File: src/rtl/itlb_refill_ctrl.sv
// ITLB miss handler: captures a missing VPN/ASID, runs one page-table walk, then fills a victim.
// Define ITLB_REFILL_INVALID_FIRST_EN to prefer never-filled entries over the round-robin pointer.
module itlb_refill_ctrl #(
   parameter int unsigned ENTRIES = 8,
   parameter int unsigned VPN_WD  = 20,
   parameter int unsigned ASID_W  = 9
) (
   input  logic                clk_i,
   input  logic                rst_i,
   input  logic                tlb_flush_i,
   input  logic                lookup_valid_i,
   input  logic [VPN_WD-1:0]   lookup_vpn_i,
   input  logic [ASID_W-1:0]   lookup_asid_i,
   input  logic [ENTRIES-1:0]  hit_vec_i,
   output logic                ptw_req_valid_o,
   input  logic                ptw_req_ready_i,
   output logic [VPN_WD-1:0]   ptw_req_vpn_o,
   output logic [ASID_W-1:0]   ptw_req_asid_o,
   input  logic                ptw_resp_valid_i,
   input  logic                ptw_resp_g_i,
   input  logic                ptw_resp_fault_i,
   output logic [ENTRIES-1:0]  fill_en_o,
   output logic [VPN_WD-1:0]   fill_vpn_o,
   output logic [ASID_W-1:0]   fill_asid_o,
   output logic                fill_g_o,
   output logic                busy_o,
   output logic                fault_o
);

   localparam int unsigned PTR_W = $clog2(ENTRIES);

   typedef enum logic [1:0] {StIdle, StReq, StWait, StFill} state_e;

   state_e               state_q, state_d;
   logic [VPN_WD-1:0]    vpn_q, vpn_d;
   logic [ASID_W-1:0]    asid_q, asid_d;
   logic                 g_q, g_d;
   logic [PTR_W-1:0]     ptr_q, ptr_d;
   logic [ENTRIES-1:0]   valid_q, valid_d;
   logic                 drop_q, drop_d;
   logic                 fault_q, fault_d;
   logic [PTR_W-1:0]     victim;

`ifdef ITLB_REFILL_INVALID_FIRST_EN
   // Descending scan so the lowest invalid index wins; falls back to the pointer when all valid.
   always_comb begin
      victim = ptr_q;
      for (int i = ENTRIES - 1; i >= 0; i--) begin
         if (!valid_q[i]) victim = PTR_W'(i);
      end
   end
`else
   assign victim = ptr_q;
`endif

   always_comb begin
      state_d         = state_q;
      vpn_d           = vpn_q;
      asid_d          = asid_q;
      g_d             = g_q;
      ptr_d           = ptr_q;
      valid_d         = valid_q;
      drop_d          = drop_q;
      fault_d         = 1'b0;
      ptw_req_valid_o = 1'b0;
      fill_en_o       = '0;

      unique case (state_q)
         StIdle: begin
            if (lookup_valid_i && (hit_vec_i == '0) && !tlb_flush_i) begin
               state_d = StReq;
               vpn_d   = lookup_vpn_i;
               asid_d  = lookup_asid_i;
            end
         end
         StReq: begin
            // A flush withdraws the request in the same cycle so the walker never accepts it.
            if (tlb_flush_i) begin
               state_d = StIdle;
            end else begin
               ptw_req_valid_o = 1'b1;
               if (ptw_req_ready_i) state_d = StWait;
            end
         end
         StWait: begin
            if (tlb_flush_i) drop_d = 1'b1;
            if (ptw_resp_valid_i) begin
               drop_d = 1'b0;
               if (drop_q || tlb_flush_i) begin
                  state_d = StIdle;
               end else if (ptw_resp_fault_i) begin
                  fault_d = 1'b1;
                  state_d = StIdle;
               end else begin
                  g_d     = ptw_resp_g_i;
                  state_d = StFill;
               end
            end
         end
         StFill: begin
            state_d = StIdle;
            if (!tlb_flush_i) begin
               fill_en_o       = ENTRIES'(1) << victim;
               valid_d[victim] = 1'b1;
               ptr_d           = victim + PTR_W'(1);
            end
         end
         default: state_d = StIdle;
      endcase

      if (tlb_flush_i) valid_d = '0;
   end

   always_ff @(posedge clk_i or posedge rst_i) begin
      if (rst_i) begin
         state_q <= StIdle;
         vpn_q   <= '0;
         asid_q  <= '0;
         g_q     <= 1'b0;
         ptr_q   <= '0;
         valid_q <= '0;
         drop_q  <= 1'b0;
         fault_q <= 1'b0;
      end else begin
         state_q <= state_d;
         vpn_q   <= vpn_d;
         asid_q  <= asid_d;
         g_q     <= g_d;
         ptr_q   <= ptr_d;
         valid_q <= valid_d;
         drop_q  <= drop_d;
         fault_q <= fault_d;
      end
   end

   assign ptw_req_vpn_o  = vpn_q;
   assign ptw_req_asid_o = asid_q;
   assign fill_vpn_o     = vpn_q;
   assign fill_asid_o    = asid_q;
   assign fill_g_o       = g_q;
   assign busy_o         = (state_q != StIdle);
   assign fault_o        = fault_q;

endmodule

File: config.mk
export PLATFORM = sky130hd
export DESIGN_NAME = itlb_refill_ctrl
export DESIGN_NICKNAME = d
export VERILOG_FILES = /design/src/rtl/itlb_refill_ctrl.sv
export SDC_FILE = /design/constraint.sdc
export NUM_CORES = 1
export LEC_CHECK = 0
export BUFFER_PORTS_ARGS = -buffer_cell sky130_fd_sc_hd__buf_2
export CORE_ASPECT_RATIO = 0.7
export CORE_UTILIZATION = 46
export DETAILED_ROUTE_END_ITERATION = 8
export GPL_TIMING_DRIVEN = 0
export HOLD_SLACK_MARGIN = 0.08
export PLACE_DENSITY = 0.89
export SYNTH_ARGS = -nofsm -noshare
export SYNTH_HDL_FRONTEND = slang
export SYNTH_SLANG_ARGS = --single-unit
File: constraint.sdc
create_clock -name clk_i -period 5.55 [get_ports clk_i]
set_input_delay 0.555 -clock clk_i [delete_from_list [all_inputs] [get_ports clk_i]]
set_output_delay 0.555 -clock clk_i [all_outputs]
set_load 0.05 [all_outputs]
==> impl_metrics.ini, run 1 <==
[critical_path]
cp_num_cells = 4
crit_path_start_kind = flip-flop
cp-startpoint = state_q[0]
r2r-start = state_q[0]
cp_top_family = buffers and inverters
cpPeakStageDelay_ps = 470
r2r-end = fill_asid_o[7]
crit_fanout = 10
regToRegSetupSlack_ps = 3610
crit_type = reg2out
crit_slowest_cell = dfrtp_1
end_kind = output port
worst-path-buf-inv = 2
crit_arrival_ps = 1770
required_ps = 4990
critical_path.cell_chain = and3b_1, clkbuf_1, and3_1, buf_2
worstSetupEndpoint = fill_en_o[6]
reg2regPathDepth = 5

[die]
io_pins = 115
start_util_pct = 50.2
die_x_um = 77.9
rows = 18
die_area_mm2 = 0.00430
core_mm2 = 0.00369
fp.dieH_um = 55.1

[clocking]
cts_max_path_buffers = 2
insertion_delay_ps = 280
postCtsSetupBuffers = 0
cts_sinks = 37
cts_buffers = 5
htreeDepth = 2
path_clk_slew_ps = 70
postCtsResizedCells = 0
cts_tree = yes
holdBufCountCts = 0
cts_root_buf = clkbuf_8

[sta]
min_period_ps = 2320
fin_setup_tns_ps = 0
setup_viol = 0
period_share_pct = 41.8
grt_setup_unrepaired = no
fin_skew_ps = 4.70
slew_headroom_pct = 50.1
slew_violations = 0
clock.fmax_ghz = 0.431
hold_viol = 0
worst_pin_slew_ps = 748

[logic_synthesis]
syn_area_mm2 = 0.00186
ys_ff_latch = 37
syn_avg_cell_area_um2 = 12.7
syn_nets = 197
yosysWarningCount = 0
synth_cell_types = 31
synth-seq-area-share_pct = 49.9
synth_cells = 146

[min_path]
min_path_type = in2async

[layout]
utilization_pct = 69.6
drive_gt1_share_pct = 66.4
final_area_mm2 = 0.00257
n_antenna_cell = 0
area_growth_pct = 38.6
fin_nets = 318
num-fill-cells = 291

[power]
power.share.clock_pct = 24.4
p_comb_share_pct = 30.3
vdd_drop_max_v = 0.000244
power_density_mw_per_mm2 = 280
p_seq_share_pct = 45.3
leakagePower_uw = 0.00163
power_uw = 719
power.internal_uw = 461
p_sw_uw = 258
swShare_pct = 35.9

[route]
drc = 0
drtAntennaViolNets = 0
num_vias = 1473
drt-total-wl_um = 3880
dr.pass1.iters = 4
drt-vias-per-instance = 4.63
drt_iter0_drc = 41
wl_per_cell_um = 12.2

[placed_design]
post-dp-hpwl_um = 3060
place_congestion = 0.829
io_buffers = 114
placed_cell_area_mm2 = 0.00249

[global_routing]
grt_pass1_vias = 1325
gr-usage-all-layers_pct = 18.5
antenna_found_initial = 0
grt_pass1_wl_um = 5800
grt.overflow.total = 0
grt_max_degree = 38

[outcome]
outcome = finished, final reports clean

[job]
cap_violations = 0
[kinds of logic (layout without fill, tap and decap cells)]
| logic type | after synthesis | after routing | synth area share (%) |
|---|---|---|---|
| adder cells (fa/ha/maj) | 6 | 6 | 4.05 |
| buffers and inverters | 38 | 160 | 14.8 |
| AO/OA/AOI/OAI | 10 | 10 | 3.57 |
| flip-flops | 37 | 37 | 49.9 |
| XOR/XNOR | 1 | 1 | 0.472 |
| AND/OR/NAND/NOR | 24 | 24 | 9.04 |
| multiplexers | 30 | 30 | 18.2 |
[metal layers]
metal  global-route usage [%]  up-vias  wire length, um
li1                         -      715                -
met4                     7.41        0               33
met3                     7.05        5              439
met1                     20.8      667             1630
met5                        0        -                0
met2                     33.0       86             1780
[layout by cell type, fill, tap and decap left out, drive strengths merged, types with 2 or more instances in the layout]
cell and count:
inv 5, clkbuf 7, a21oi 3, o21ai 3, or4 2, clkinv 2
dfrtp 37, buf 146, ha 6, nand2 2, nand2b 2, mux2 30
and2 2, and3 7
[power groups by stage]
stage / registers (uW) / clock network, uW / logic (uW)
6_report: 326 / 175 / 218
4_1_cts: 325 / 183 / 219
5_1_grt: 329 / 195 / 236
3_5_place_dp: 330 / 0 / 219
2_1_floorplan: 354 / 0 / 131
3_3_place_gp: 329 / 0 / 210
[sequential cells by signal (all words and copies together), names as in the netlist]
register     count
fill_vpn_o      20
fill_asid_o      9
ptr_q            3
state_q          2
drop_q           1
fault_o          1
fill_g_o         1
[synthesized netlist by cell type]
| cell | n | area (um^2) |
|---|---|---|
| dfrtp_1 | 37 | 926 |
| buf_4 | 30 | 225 |
| mux2_2 | 20 | 225 |
| mux2_1 | 10 | 113 |
| and3_1 | 7 | 43.8 |
| ha_1 | 6 | 75.1 |
| inv_1 | 5 | 18.8 |
| a21oi_1 | 3 | 15.0 |
| o21ai_0 | 3 | 15.0 |
| and2_1 | 2 | 12.5 |
| nand2_1 | 2 | 7.51 |
| nand2b_1 | 2 | 12.5 |
| a22o_1 | 1 | 8.76 |
| and3b_1 | 1 | 8.76 |
| buf_6 | 1 | 11.3 |
| buf_8 | 1 | 15.0 |
| clkbuf_1 | 1 | 3.75 |
| nand3_1 | 1 | 5.00 |
| nor2_1 | 1 | 3.75 |
| nor2b_1 | 1 | 6.26 |
| nor3_1 | 1 | 5.00 |
| nor3b_1 | 1 | 7.51 |
| nor4_4 | 1 | 21.3 |
| nor4b_1 | 1 | 8.76 |
| o221a_2 | 1 | 11.3 |
| o22ai_1 | 1 | 6.26 |
| o32a_1 | 1 | 10.0 |
| or2_2 | 1 | 6.26 |
| or4_1 | 1 | 7.51 |
| or4_4 | 1 | 11.3 |
| xnor2_1 | 1 | 8.76 |
[worst min path at each step]
stage / end / slack (ps) / from
after global placement: fill_g_o / 490 / fill_g_o
after detailed placement: fill_g_o / 490 / fill_g_o
after floorplan: drop_q / 510 / drop_q
after global routing: fill_vpn_o[5] / 470 / rst_i
after CTS: fill_vpn_o[5] / 430 / rst_i
final: fill_vpn_o[5] / 400 / rst_i
[stage by stage]
step / instances / hold slack (ps) / setup slack, ps
after CTS: 318 / 429 / 3230
after global placement: 310 / 490 / 3180
final: 318 / 396 / 3230
after global routing: 318 / 469 / 3140
after floorplan: 146 / 514 / 3280
after detailed placement: 310 / 489 / 3150
[area by class of cell]
| type | count | area [um^2] | area share, % |
|---|---|---|---|
| inverters | 5 | 18.8 | 0.730 |
| well taps | 50 | 62.6 | 2.43 |
| clock buffers | 6 | 72.6 | 2.82 |
| flip-flops and latches | 37 | 926 | 36.0 |
| multi-input cells | 71 | 656 | 25.5 |
| plain buffers | 33 | 255 | 9.93 |
| clock inverters | 2 | 10.0 | 0.389 |
| repair buffers | 114 | 571 | 22.2 |
No activity file was read; power rests on OpenSTA's default activity.
==> run 2: changes to the inputs <==
--- a/config.mk
+++ b/config.mk
@@ -7,11 +7,11 @@
 export LEC_CHECK = 0
 export BUFFER_PORTS_ARGS = -buffer_cell sky130_fd_sc_hd__buf_2
 export CORE_ASPECT_RATIO = 0.7
-export CORE_UTILIZATION = 46
+export CORE_UTILIZATION = 38
 export DETAILED_ROUTE_END_ITERATION = 8
 export GPL_TIMING_DRIVEN = 0
 export HOLD_SLACK_MARGIN = 0.08
-export PLACE_DENSITY = 0.89
+export PLACE_DENSITY = 0.79
 export SYNTH_ARGS = -nofsm -noshare
 export SYNTH_HDL_FRONTEND = slang
 export SYNTH_SLANG_ARGS = --single-unit
==> constraint.sdc (replaced) <==
create_clock -name clk_i -period 1.9 [get_ports clk_i]
set_input_delay 0.19 -clock clk_i [delete_from_list [all_inputs] [get_ports clk_i]]
set_output_delay 0.19 -clock clk_i [all_outputs]
set_load 0.05 [all_outputs]
==> run 2 against run 1 <==
Effect of this change: global-route usage down 3.4 points; register-to-register slack got worse by 3500 ps; clock power rose to 3.9 times the previous value; critical path depth rose by 1; non-clock buffer count up 6; worst setup slack got worse by 3100 ps; sequential share of layout area decreased by 1.5 points.
==> impl_metrics.ini, run 2 (same netlist as run 1, synthesis figures left out) <==
[layout]
final_cell_mix = 111 x buf_2, 35 x dfrtp_1, 34 x buf_4, 20 x mux2_2, 10 x mux2_1
fin_nets = 324
final_common_cell = buf_2
area_growth_pct = 45.1
largest_reg_flops = 20
utilization_pct = 59.8
num-fill-cells = 383
drive_gt1_share_pct = 67.5
instances_no_fill = 329
n_antenna_cell = 0

[global_routing]
gr-usage-all-layers_pct = 15.1
grt.overflow.total = 0
grt_pass1_vias = 1297
grt_pass1_wl_um = 5840
antenna_found_initial = 0
grt_max_degree = 21

[die]
die_area_mm2 = 0.00517
start_util_pct = 41.2
io_pins = 115
core_mm2 = 0.00450
die_x_um = 85.5
rows = 20
fp.dieH_um = 60.5

[sta]
worst_pin_slew_ps = 752
clock.fmax_ghz = 0.550
period_share_pct = 95.8
grt_setup_unrepaired = no
timing.final.ws_setup_ps = 80.6
min_period_ps = 1820
slew_headroom_pct = 49.8
hold_viol = 0
setup_viol = 0
fin_skew_ps = 8.53
slew_violations = 0

[clocking]
htreeDepth = 2
insertion_delay_ps = 280
cts_max_path_buffers = 2
cts_root_buf = clkbuf_8
path_clk_slew_ps = 70
cts_tree = yes
cts_sinks = 37
cts_buffers = 5

[job]
cap_violations = 0

[outcome]
outcome = finished, final reports clean

[power]
leakagePower_uw = 0.00169
power.share.clock_pct = 29.9
swShare_pct = 32.6
power_density_mw_per_mm2 = 848
p_sw_uw = 744
power_uw = 2280
power.internal_uw = 1540
vdd_drop_max_v = 0.000415
p_seq_share_pct = 41.6
p_comb_share_pct = 28.5

[route]
drt-total-wl_um = 3800
dr.pass1.iters = 4
drtAntennaViolNets = 0
drt-vias-per-instance = 4.48
num_vias = 1474
wl_per_cell_um = 11.6
drt_iter0_drc = 27
drc = 0

[critical_path]
crit_path_start_kind = flip-flop
required_ps = 2060
crit_type = reg2reg
crit_fanout = 10
crit_arrival_ps = 1980
end_kind = flip-flop

[placed_design]
place_congestion = 0.811
io_buffers = 114
post-place-ws_ps = -149
post-dp-hpwl_um = 3070
dp_cells = 316

[min_path]
min_path_type = in2reg
==> run 2: cell types whose count changed in the layout (fill, tap and decap cells not counted), sizes merged <==
cell and delta:
clkbuf +4, buf +2, clkinv -2, bufinv +1, dlygate4sd3 +1
==> run 2: worst max-delay path, cell delays in order (launching register included) <==
cell	delay, ps
dfrtp_2	460
or2_4	270
nor4_4	320
buf_6	180
buf_8	140
mux2_1	330
==> run 2: per-layer routing <==
| metal | up-vias | GRT usage, % | share of wire, % |
|---|---|---|---|
| li1 | 727 | - | - |
| met1 | 675 | 18.0 | 46 |
| met2 | 67 | 25.8 | 46 |
| met3 | 5 | 6.67 | 7.5 |
| met4 | 0 | 3.57 | 0.71 |
| met5 | - | 0 | 0 |
==> run 2: worst paths after layout <==
path	start	end	slack (ps)	cells past startpoint
min in group asynchronous	rst_i	fault_o	590	3
worst min-delay path	lookup_asid_i[6]	fill_asid_o[6]	130	2
worst min register to register	fill_g_o	fill_g_o	510	1
worst max register to register	state_q[0]	fill_vpn_o[5]	80	5
max in group asynchronous	rst_i	fill_vpn_o[3]	760	4
worst max-delay path	state_q[0]	fill_vpn_o[5]	80	5
==> run 2: cell type report <==
type | count | area [um^2] | area share (%)
plain buffers | 33 | 256 | 9.53
repair buffers | 120 | 646 | 24.0
flip-flops and latches | 37 | 928 | 34.5
multi-input cells | 71 | 658 | 24.4
clock inverters | 1 | 30.0 | 1.12
well taps | 55 | 68.8 | 2.56
clock buffers | 7 | 86.3 | 3.21
inverters | 5 | 18.8 | 0.697
==> run 2: metrics by stage <==
stage / instance area (um^2) / hold slack [ps] / setup TNS (ps)
after floorplan: 1860 / 276 / 0
after global placement: 2500 / 407 / -1520
after detailed placement: 2520 / 363 / -1590
after CTS: 2680 / 115 / 0
after global routing: 2690 / 98.6 / 0
final: 2690 / 126 / 0
==> run 2: repair_timing <==
item	4_1_cts	5_1_grt
setup buffers	3	1
hold buffers	1	0
gates resized for setup	1	5
endpoints found under the setup margin	13	21
hold endpoints to repair	17	0
==> run 2: power groups by stage <==
| stage | Clock, uW | Sequential (uW) | Combinational (uW) |
|---|---|---|---|
| after global placement | 0 | 961 | 618 |
| after CTS | 707 | 950 | 646 |
| after floorplan | 0 | 1040 | 391 |
| after global routing | 763 | 963 | 714 |
| final | 683 | 950 | 650 |
| after detailed placement | 0 | 964 | 645 |
==> run 3: changes to the inputs <==
--- a/config.mk
+++ b/config.mk
@@ -7,11 +7,12 @@
 export LEC_CHECK = 0
 export BUFFER_PORTS_ARGS = -buffer_cell sky130_fd_sc_hd__buf_2
 export CORE_ASPECT_RATIO = 0.7
-export CORE_UTILIZATION = 38
+export CORE_UTILIZATION = 46
+export CTS_CLUSTER_SIZE = 16
 export DETAILED_ROUTE_END_ITERATION = 8
 export GPL_TIMING_DRIVEN = 0
 export HOLD_SLACK_MARGIN = 0.08
-export PLACE_DENSITY = 0.79
+export PLACE_DENSITY_LB_ADDON = 0.1
 export SYNTH_ARGS = -nofsm -noshare
 export SYNTH_HDL_FRONTEND = slang
 export SYNTH_SLANG_ARGS = --single-unit
==> constraint.sdc (replaced) <==
create_clock -name clk_i -period 2.1 [get_ports clk_i]
set_input_delay 0.21 -clock clk_i [delete_from_list [all_inputs] [get_ports clk_i]]
set_output_delay 0.21 -clock clk_i [all_outputs]
set_load 0.05 [all_outputs]
==> run 3 against run 2 <==
Effect of this change: clock skew fell by 1.0 ps; sequential power fell by 9.2%; first-iteration DRC count rose by 19%; utilization rose by 10 points; register-to-register slack improved by 90 ps; fmax fell by 5.7%; combinational power fell by 14%; flip-flop and latch count did not move; via count fell by 1.0%; clock power fell by 22%; final cell count fell by 3.3%; critical endpoint unchanged; largest power group unchanged.
==> impl_metrics.ini, run 3 (same netlist as run 1, synthesis figures left out) <==
[outcome]
outcome = finished, final reports clean

[global_routing]
grt_pass1_wl_um = 5780
gr-usage-all-layers_pct = 18.1
grt_max_degree = 38
grt.overflow.total = 0
grt_pass1_vias = 1229
antenna_found_initial = 0

[clocking]
holdBufCountCts = 0
path_clk_slew_ps = 70
htreeDepth = 2
cts_sinks = 37
cts_tree = yes
insertion_delay_ps = 280
cts_buffers = 5
cts_max_path_buffers = 2
cts_root_buf = clkbuf_8

[placed_design]
post-dp-hpwl_um = 2880
io_buffers = 114
post-place-ws_ps = 55.8
place_congestion = 0.780

[layout]
fin_nets = 318
area_growth_pct = 39.6
largest_reg_flops = 20
n_antenna_cell = 0
register_area_um2 = 926
multiInputGateArea_um2 = 656
drive_gt1_share_pct = 67.2
final_common_cell = buf_2
num-fill-cells = 301
final_cell_mix = 114 x buf_2, 37 x dfrtp_1, 30 x buf_4, 20 x mux2_2, 10 x mux2_1

[sta]
clock.fmax_ghz = 0.518
fin_setup_tns_ps = 0
worst_pin_slew_ps = 755
min_period_ps = 1930
grt_setup_unrepaired = no
hold_viol = 0
fin_skew_ps = 7.49
setup_viol = 0
period_share_pct = 91.9
slew_headroom_pct = 49.6
timing.final.ws_setup_ps = 171
slew_violations = 0

[die]
start_util_pct = 50.2
io_pins = 115
fp.dieH_um = 55.1
die_x_um = 77.9
rows = 18
core_mm2 = 0.00369
die_area_mm2 = 0.00430

[route]
met1_length_um = 1700
drtAntennaViolNets = 0
wl_per_cell_um = 11.6
drt_iter0_drc = 32
dr.pass1.iters = 3
highest_layer = met4
met3_wirelength_um = 314
drt-total-wl_um = 3700
num_vias = 1459
drc = 0
dr_wl_met2_um = 1660
drt-vias-per-instance = 4.59

[critical_path]
required_ps = 2270
cp_top_family = simple AND/OR/NAND/NOR gates
crit_path_start_kind = flip-flop
crit_fanout = 10
critical_path.cell_chain = or2_2, nor4_4, buf_6, buf_8, mux2_1
crit_slowest_cell = dfrtp_1
crit_type = reg2reg
end_kind = flip-flop
worst-path-buf-inv = 2
cpPeakStageDelay_ps = 460
crit_arrival_ps = 2090

[power]
vdd_drop_max_v = 0.000544
power_density_mw_per_mm2 = 757
power_uw = 1960
leakagePower_uw = 0.00165

[min_path]
min_path_type = in2async

[job]
cap_violations = 0
==> run 3: cell count changes in the layout (fill, tap and decap cells not counted), sizes merged <==
cell | previous run | this run
clkbuf | 11 | 8
buf | 148 | 146
bufinv | 1 | 0
clkinv | 0 | 1
dlygate4sd3 | 1 | 0
==> run 3: timing repair <==
item	4_1_cts	5_1_grt
buffers inserted	0	0
setup endpoints to repair	0	5
resized for setup	0	2
==> run 3: where the power goes <==
part           internal (uW)  leakage (uW)  switching, uW
registers                785      0.000503           77.9
logic                    199       0.00109            363
clock network            297     0.0000542            239
total                   1280       0.00165            679
==> run 3: cell type report <==
type                            instances  area share (%)
Timing Repair Buffer                  114            22.0
Buffer                                 33            9.90
Inverter                                5           0.724
Clock inverter                          1           0.193
Multi-Input combinational cell         71            25.3
Clock buffer                            7            3.72
Tap cell                               50            2.41
Sequential cell                        37            35.7
==> run 3: per-layer routing <==
layer	up-vias	GRT usage (%)
met4	0	6.48
met2	57	28.3
li1	721	-
met3	5	6.07
met1	676	23.9
met5	-	0
==> run 3: path summary, 6_finish.rpt <==
check	from	endpoint	slack [ps]	depth (start not counted)
worst max-delay path	state_q[1]	fill_vpn_o[5]	170	5
worst min-delay path	rst_i	fill_asid_o[5]	60	2
worst max register to register	state_q[1]	fill_vpn_o[5]	170	5
worst min register to register	fill_g_o	fill_g_o	510	1
max in group asynchronous	rst_i	fill_g_o	1550	2
min in group clk_i	lookup_vpn_i[0]	fill_vpn_o[0]	140	2
==> run 3: through the flow <==
| stage | hold slack (ps) | area [um^2] | instances | util, % |
|---|---|---|---|---|
| final | 62.8 | 2590 | 318 | 70.2 |
| after global routing | 124 | 2590 | 318 | 70.2 |
| after CTS | 87.2 | 2590 | 318 | 70.1 |
| after detailed placement | 396 | 2490 | 310 | 67.4 |
| after global placement | 427 | 2490 | 310 | 67.4 |
| after floorplan | 296 | 1860 | 146 | - |
